===== src/rtl/wb_regs_pkg.sv =====
// Shared definitions for the Wishbone register-file responder: register indices, the ID default,
// the FSM state type and the byte-lane merge helper.
package wb_regs_pkg;

  localparam int unsigned REG_ID  = 0;
  localparam int unsigned REG_LED = 1;
  localparam int unsigned REG_CNT = 2;

  localparam logic [31:0] ID_DEFAULT = 32'hB0B0_0001;

  typedef enum logic [0:0] {IDLE, BUSY} state_t;

  function automatic logic [31:0] byte_merge(input logic [31:0] old_w, input logic [31:0] new_w,
                                             input logic [3:0] sel);
    logic [31:0] res;
    res = old_w;
    for (int n = 0; n < 4; n++) begin
      if (sel[n]) res[8*n +: 8] = new_w[8*n +: 8];
    end
    return res;
  endfunction

endpackage


===== src/rtl/wb_regfile_slave.sv =====
// Pipelined Wishbone B4 responder: ID / LED / free-running counter / scratch registers with
// optional wait states, byte-lane writes and bus-error responses.
module wb_regfile_slave
  import wb_regs_pkg::*;
#(
  parameter int unsigned ADDR_W      = 30,
  parameter int unsigned NREGS       = 16,
  parameter int unsigned WAIT_CYCLES = 0,
  parameter logic [31:0] ID_VALUE    = ID_DEFAULT
) (
  input  logic              i_clk,
  input  logic              i_reset,
  input  logic              i_wb_cyc,
  input  logic              i_wb_stb,
  input  logic              i_wb_we,
  input  logic [ADDR_W-1:0] i_wb_addr,
  input  logic [31:0]       i_wb_data,
  input  logic [3:0]        i_wb_sel,
  output logic              o_wb_stall,
  output logic              o_wb_ack,
  output logic              o_wb_err,
  output logic [31:0]       o_wb_data,
  output logic [7:0]        o_leds
);

  localparam int unsigned IDX_W = $clog2(NREGS);
  localparam int unsigned CNT_W = (WAIT_CYCLES > 0) ? $clog2(WAIT_CYCLES + 1) : 1;

  state_t             state_q, state_d;
  logic [CNT_W-1:0]   wait_q, wait_d;
  logic               pend_q, pend_d;
  logic               we_q;
  logic [ADDR_W-1:0]  addr_q;
  logic [31:0]        wdata_q;
  logic [3:0]         sel_q;
  logic               ack_q, err_q;
  logic [31:0]        rdata_q;
  logic [31:0]        counter_q;
  logic [31:0]        regs_q [NREGS];

  logic               accept, respond, bad;
  logic [IDX_W-1:0]   idx;
  logic [31:0]        rd_word;

  assign o_wb_stall = (state_q == BUSY);
  assign accept     = i_wb_cyc & i_wb_stb & ~o_wb_stall;
  // The pending request completes on the first edge back in IDLE, provided the cycle survived.
  assign respond    = pend_q & (state_q == IDLE) & i_wb_cyc;

  assign idx = addr_q[IDX_W-1:0];
  assign bad = (addr_q[ADDR_W-1:IDX_W] != '0) |
               (we_q & ((idx == IDX_W'(REG_ID)) | (idx == IDX_W'(REG_CNT))));

  always_comb begin
    rd_word = regs_q[idx];
    if (idx == IDX_W'(REG_ID))       rd_word = ID_VALUE;
    else if (idx == IDX_W'(REG_CNT)) rd_word = counter_q;
  end

  always_comb begin
    state_d = state_q;
    wait_d  = wait_q;
    unique case (state_q)
      IDLE: begin
        if (accept && (WAIT_CYCLES != 0)) begin
          state_d = BUSY;
          wait_d  = CNT_W'(WAIT_CYCLES);
        end
      end
      BUSY: begin
        if (!i_wb_cyc || (wait_q == CNT_W'(1))) state_d = IDLE;
        else                                    wait_d  = wait_q - CNT_W'(1);
      end
      default: state_d = IDLE;
    endcase
  end

  always_comb begin
    pend_d = pend_q;
    if (accept)                               pend_d = 1'b1;
    else if ((state_q == IDLE) || !i_wb_cyc) pend_d = 1'b0;
  end

  always_ff @(posedge i_clk or posedge i_reset) begin
    if (i_reset) begin
      state_q   <= IDLE;
      wait_q    <= '0;
      pend_q    <= 1'b0;
      we_q      <= 1'b0;
      addr_q    <= '0;
      wdata_q   <= '0;
      sel_q     <= '0;
      ack_q     <= 1'b0;
      err_q     <= 1'b0;
      rdata_q   <= '0;
      counter_q <= '0;
      for (int i = 0; i < int'(NREGS); i++) regs_q[i] <= '0;
    end else begin
      state_q   <= state_d;
      wait_q    <= wait_d;
      pend_q    <= pend_d;
      counter_q <= counter_q + 32'd1;
      ack_q     <= respond & ~bad;
      err_q     <= respond & bad;
      if (respond) begin
        rdata_q <= (bad || we_q) ? 32'd0 : rd_word;
        if (!bad && we_q) regs_q[idx] <= byte_merge(regs_q[idx], wdata_q, sel_q);
      end
      if (accept) begin
        we_q    <= i_wb_we;
        addr_q  <= i_wb_addr;
        wdata_q <= i_wb_data;
        sel_q   <= i_wb_sel;
      end
    end
  end

  // Responses are never presented once the master has dropped the cycle.
  assign o_wb_ack  = ack_q & i_wb_cyc;
  assign o_wb_err  = err_q & i_wb_cyc;
  assign o_wb_data = rdata_q;
  assign o_leds    = regs_q[IDX_W'(REG_LED)][7:0];

endmodule


===== config.mk =====
export PLATFORM = sky130hd
export DESIGN_NAME = wb_regfile_slave
export DESIGN_NICKNAME = d
export VERILOG_FILES = /design/src/rtl/wb_regs_pkg.sv /design/src/rtl/wb_regfile_slave.sv
export SDC_FILE = /design/constraint.sdc
export NUM_CORES = 2
export LEC_CHECK = 0
export ABC_AREA = 1
export CORE_ASPECT_RATIO = 1.1
export CORE_MARGIN = 5
export CORE_UTILIZATION = 45
export DETAILED_ROUTE_END_ITERATION = 8
export GPL_TIMING_DRIVEN = 0
export PLACE_DENSITY_LB_ADDON = 0.15
export REMOVE_ABC_BUFFERS = 1
export SYNTH_ARGS = -nofsm -noshare
export SYNTH_HDL_FRONTEND = slang
export SYNTH_SLANG_ARGS = --single-unit

===== constraint.sdc =====
create_clock -name i_clk -period 49.2 [get_ports i_clk]
set_clock_uncertainty 0.2 [all_clocks]
set_input_delay 7.38 -clock i_clk [delete_from_list [all_inputs] [get_ports i_clk]]
set_output_delay 7.38 -clock i_clk [all_outputs]
set_load 0.02 [all_outputs]

# After elaboration in Yosys (flattened, before gate mapping)
# Cells that the tools add are included.
[word_totals]
reg_bits = 648
input_bits = 71
output_inout_bits = 43
wordCells = 84
[classes]
add_sub_neg = 2
magnitude_cmp = 2
n_eq_ne = 1
mux = 25
bitwise = 15
reduce_logical = 12
[ops]
columns = ["operator", "n"]
rows = [
  ["512-bit bitwise mux", 1],
  ["32-bit 2-to-1 mux", 6],
  ["32-bit binary-select mux with 4-bit select", 1],
  ["32-bit demux with 4-bit select", 1],
  ["8-bit 2-to-1 mux", 12],
  ["32-bit by 1-bit adder with 32-bit output, second input constant", 1],
  ["26-bit nonzero test", 1],
  ["1-bit bitwise AND", 9],
  ["5-bit greater-or-equal comparator, second input constant", 1],
  ["5-bit by 1-bit < comparator with 1-bit output, second input constant", 1],
  ["4-bit inverter with 5-bit output", 1],
  ["4-bit by 2-bit == test with 1-bit output, second input constant", 1],
  ["4-bit logical NOT", 1],
  ["1-bit 2-to-1 mux", 4],
  ["2-bit AND reduction", 2],
  ["1-bit logical OR", 3],
  ["1-bit inverter", 3],
  ["1-bit logical AND", 2],
  ["1-bit logical NOT", 2],
  ["1-bit bitwise OR", 2],
  ["2-bit nonzero test", 1],
  ["1-bit subtractor, second input constant", 1],
]

# Depth between registers and ports, before layout
[depth]
ltp_word = 9
mapped_depth = 15
ltp_nobuf = 11

# Worst setup path after synthesis
# Ideal clock, no wire load.
[synth_timing]
path_type = "input to output"
start = "input port i_wb_cyc"
end = "output port o_wb_ack"
t_arrival_ps = 7546
t_required_ps = 41620
slack_ps = 34074
path_stages = 2
n_path_buf = 0
cell_sequence = "nand2_1 -> inv_1"
[synth_via]
elab_chain_len = 1
[synth_rtl]
columns = ["item", "line", "source"]
rows = [
  ["start, declared", "wb_regfile_slave.sv:13", "input logic i_wb_cyc,"],
  ["1-bit bitwise AND", "wb_regfile_slave.sv:119", "assign o_wb_ack = ack_q & i_wb_cyc;"],
  ["end, declared", "wb_regfile_slave.sv:20", "output logic o_wb_ack,"],
]
# Every way passes these cells.

# Worst setup path after layout
# Ends and elaborated chain as after synthesis.

==> flow_summary_export.csv <==
group,metric,value,unit
worst_setup_path,cp.arrival,8.73,ns
route,detail_route.first_pass.iterations,5,
logic_synthesis,yosysWarningCount,0,
global_routing,grt_start_max_net_pins,133,
logic_synthesis,synth-edff-count,0,
logic_synthesis,synthDistinctLibCells,29,
timing,slew_violations,0,
power,static-leakage-power,20.18,nW
floorplanning,fp.dieArea,75670,sq um
logic_synthesis,post_synth_xor_area_fraction,0.008033,
floorplanning,dieWidth,262.7,um
worst_hold_path,hold_class,"reg -> reg",
logic_synthesis,top_cells_by_instance_count_after_synthesis,"sky130_fd_sc_hd__nand2_1, sky130_fd_sc_hd__dfrtp_1, sky130_fd_sc_hd__o21ai_0",
floorplanning,initial_core_util,0.4513,
timing,tightest_slew,1.354,ns
power,peak_vdd_ir,0.02046,mV
timing,max_freq,0.06131,GHz
floorplanning,die_height,288.0,um
timing,fin_crit,16.31,ns
global_routing,grt_pass1_vias,26730,
timing,setup_total_negative_slack,0,ns
worst_setup_path,cp_num_buf_inv,3,
layout,areaGrowthSynthToFinish,14.25,%
timing,unrepaired_setup_endpoints_after_global_routing,"no",
clock_tree,holdBufCountCts,0,
route,route.detailed.vias_per_inst,5.369,
logic_synthesis,muxShareOfSynthArea,0.02066,
worst_setup_path,crit_required,41.62,ns
timing,fin_crit_sh,0.3315,
worst_setup_path,criticalPathCategory,"in -> out",
logic_synthesis,syn-mean-instance-area,7.364,sq um
place,globalplace.congestion,0.8551,
logic_synthesis,combinational_family_with_the_most_area_after_synthesis,"simple AND/OR/NAND/NOR gates",
route,dr.first_iter.drc_count,2649,
layout,layout-drive-gt1-share,0.06671,
worst_setup_path,timing.critical_path.max_delay_family,"buffers and inverters",
worst_setup_path,worst-path-max-fanout,6,
flow_run,timing.max_cap.violations,0,
worst_setup_path,most_frequent_cell_on_the_critical_path,"sky130_fd_sc_hd__clkdlybuf4s50_1",
clock_tree,clock_path_buffers,3,
logic_synthesis,netlist_area,31620,sq um
status,outcome,"finished clean",
worst_setup_path,critPathSlowestCell,"sky130_fd_sc_hd__clkdlybuf4s50_1",
worst_setup_path,crit_path_end_kind,"primary output",
clock_tree,postCtsSetupBuffers,0,
logic_synthesis,area_share_of_the_leading_cell_type_in_the_synthesized_netlist,0.5128,
timing,report.final.hold_viol_count,0,
route,drc,0,
clock_tree,worst_skew_pair.late_latency,0.61,ns
route,residual_antenna_violating_net_count_after_detailed_routing,0,
logic_synthesis,syn_inst,4294,
route,totalWireLength,104600,um
logic_synthesis,synth-seq-cells,648,
logic_synthesis,post_synth_main_area_contributors,"sky130_fd_sc_hd__dfrtp_1, sky130_fd_sc_hd__nand2_1, sky130_fd_sc_hd__o21ai_0",
timing,max-slew-margin-rel,0.09619,
clock_tree,h-tree-depth,3,
logic_synthesis,asyncSetResetFlopFracSynth,1.000,
global_routing,grt_pass1_wl,162400,um
logic_synthesis,synthFlopType,"sky130_fd_sc_hd__dfrtp_1",
logic_synthesis,synth.largest_area_cell,"sky130_fd_sc_hd__dfrtp_1",
floorplanning,row_count,102,
floorplanning,top_ports,114,
clock_tree,clock-root-buffer,"sky130_fd_sc_hd__clkbuf_16",
layout,final_standard_cell_utilization_of_the_core,0.5156,
global_routing,grt_antenna_before_repair,0,
worst_setup_path,internal_reg_to_reg_setup_slack,44.03,ns
clock_tree,clk_slew_on_worst_s_h_paths,0.05,ns
logic_synthesis,sequential_share_of_the_synthesized_area,0.5128,
clock_tree,quantity_of_gates_resized_following_cts,0,
logic_synthesis,yosys.area_share.adder,0.0003957,
clock_tree,cts_buffers,71,
clock_tree,tritoncts_num_sinks,648,
layout,layout.filler_cells,6778,
worst_setup_path,worst_path_largest_cell_delay,0.62,ns
route,wl_per_cell,20.26,um
global_routing,groute.usage.overall,0.2728,
layout,finalNetCount,4250,
clock_tree,tritoncts_clock_tree,"done",
place,post-dp-hpwl,60780,um
route,route.vias.total,27730,
power,power.density,33.73,nW/um^2
place,portBuffers,113,
worst_setup_path,crit_chain,"clkdlybuf4s50_1 -> nand2_1 -> inv_1 -> clkdlybuf4s50_1",
logic_synthesis,simple_gate_share_of_the_synthesized_area,0.3199,
timing,final-setup-viol-count,0,
floorplanning,coreArea,70060,sq um
worst_setup_path,worst_setup_path_start_kind,"input pin",
logic_synthesis,post-synth-top-count-cell,"sky130_fd_sc_hd__nand2_1",
logic_synthesis,synthesized_area_fraction_occupied_by_ao_oa_aoi_and_oai_cells,0.07978,
global_routing,globalRouteOverflowTotal,0,
==> cells in the final DEF (no fill, tap or decap), types with 20 or more instances in the layout <==
cell	instances
sky130_fd_sc_hd__clkdlybuf4s50_1	113
sky130_fd_sc_hd__xor2_1	26
sky130_fd_sc_hd__dfrtp_1	646
sky130_fd_sc_hd__nand2_1	2466
sky130_fd_sc_hd__o21ai_0	348
sky130_fd_sc_hd__clkbuf_16	76
sky130_fd_sc_hd__clkbuf_8	20
sky130_fd_sc_hd__buf_16	26
sky130_fd_sc_hd__buf_12	29
sky130_fd_sc_hd__inv_1	39
sky130_fd_sc_hd__o21ai_1	139
sky130_fd_sc_hd__mux2_2	58
sky130_fd_sc_hd__nand3_1	36
sky130_fd_sc_hd__nor2_1	76
==> routing by layer <==
metal  GRT usage  vias up  wire length (um)
li1            -    13050                 -
met1      0.3820    13440             45880
met2      0.4370     1031             47840
met5           0        -                 0
met4     0.08995        0              3188
met3     0.04496      198              7726
==> stage by stage <==
step	hold slack, ns	cell area [sq um]	power, mW	std cells	setup WS, ns
6_report	0.1733	36120	1.218	5164	32.89
2_1_floorplan	0.1540	29950	0.6134	3935	23.46
3_5_place_dp	0.1656	33760	0.6838	5041	32.88
5_1_grt	0.1835	36120	1.255	5163	32.80
3_3_place_gp	0.1649	32250	0.6716	4984	14.79
4_1_cts	0.1782	36120	1.225	5163	32.88
==> sequential cells by signal, indices dropped and copies added, names as in the netlist <==
name	flops
ack_q	1
regs_q	504
pend_q	1
wdata_q	32
wait_q	1
addr_q	30
o_wb_data	32
o_wb_stall	1
o_leds	8
sel_q	4
we_q	1
counter_q	32
err_q	1
==> report_power, final <==
| part | switching [mW] | internal [mW] |
|---|---|---|
| combinational | 0.0961 | 0.0269 |
| clock | 0.223 | 0.321 |
| sequential | 0.0106 | 0.541 |
==> final cells by class <==
class / instances / area (sq um) / area share
inverter: 47 / 201.4 / 0.005576
antenna: 1 / 2.502 / 0.00006927
tap: 936 / 1171 / 0.03242
multi-input combinational: 3240 / 13720 / 0.3798
timing repair buffer: 170 / 2450 / 0.06782
clock inverter: 14 / 135.1 / 0.003741
sequential: 648 / 16220 / 0.4491
clock buffer: 108 / 2222 / 0.06151
==> logic make-up (layout without fill, tap and decap cells) <==
group	Yosys count	after routing
and+or+nand+nor	2648	2648
DFF	648	648
AOI/OAI and AO/OA	504	504
buffers and inverters	406	339
muxes	58	58
xor gates and xnor gates	29	29
adders and majority gates	1	1
other	0	1
==> path summary, 6_finish.rpt <==
kind / end / from / cells after the start
max in group asynchronous: regs_q[311]$_DFFE_PP0P_ / i_reset / 4
worst min-delay path: regs_q[430]$_DFFE_PP0P_ / regs_q[430]$_DFFE_PP0P_ / 0
worst min register to register: regs_q[430]$_DFFE_PP0P_ / regs_q[430]$_DFFE_PP0P_ / 0
min in group asynchronous: regs_q[418]$_DFFE_PP0P_ / i_reset / 2
worst max-delay path: o_wb_ack / i_wb_cyc / 4
worst max register to register: regs_q[414]$_DFFE_PP0P_ / addr_q[0]$_DFFE_PP0P_ / 12
==> worst register-to-register path, cell delays in order, from the launching register on <==
cell and delay [ns]:
sky130_fd_sc_hd__dfrtp_4 0.94, sky130_fd_sc_hd__buf_16 0.37, sky130_fd_sc_hd__inv_12 0.36, sky130_fd_sc_hd__nand3_1 0.44, sky130_fd_sc_hd__nand4_4 0.72, sky130_fd_sc_hd__buf_12 0.47, sky130_fd_sc_hd__buf_12 0.25, sky130_fd_sc_hd__buf_16 0.21
sky130_fd_sc_hd__nor2_4 0.59, sky130_fd_sc_hd__buf_16 0.24, sky130_fd_sc_hd__buf_16 0.17, sky130_fd_sc_hd__nand2_1 0.08, sky130_fd_sc_hd__nand2_1 0.08
Power figures use the tool's default switching activity.
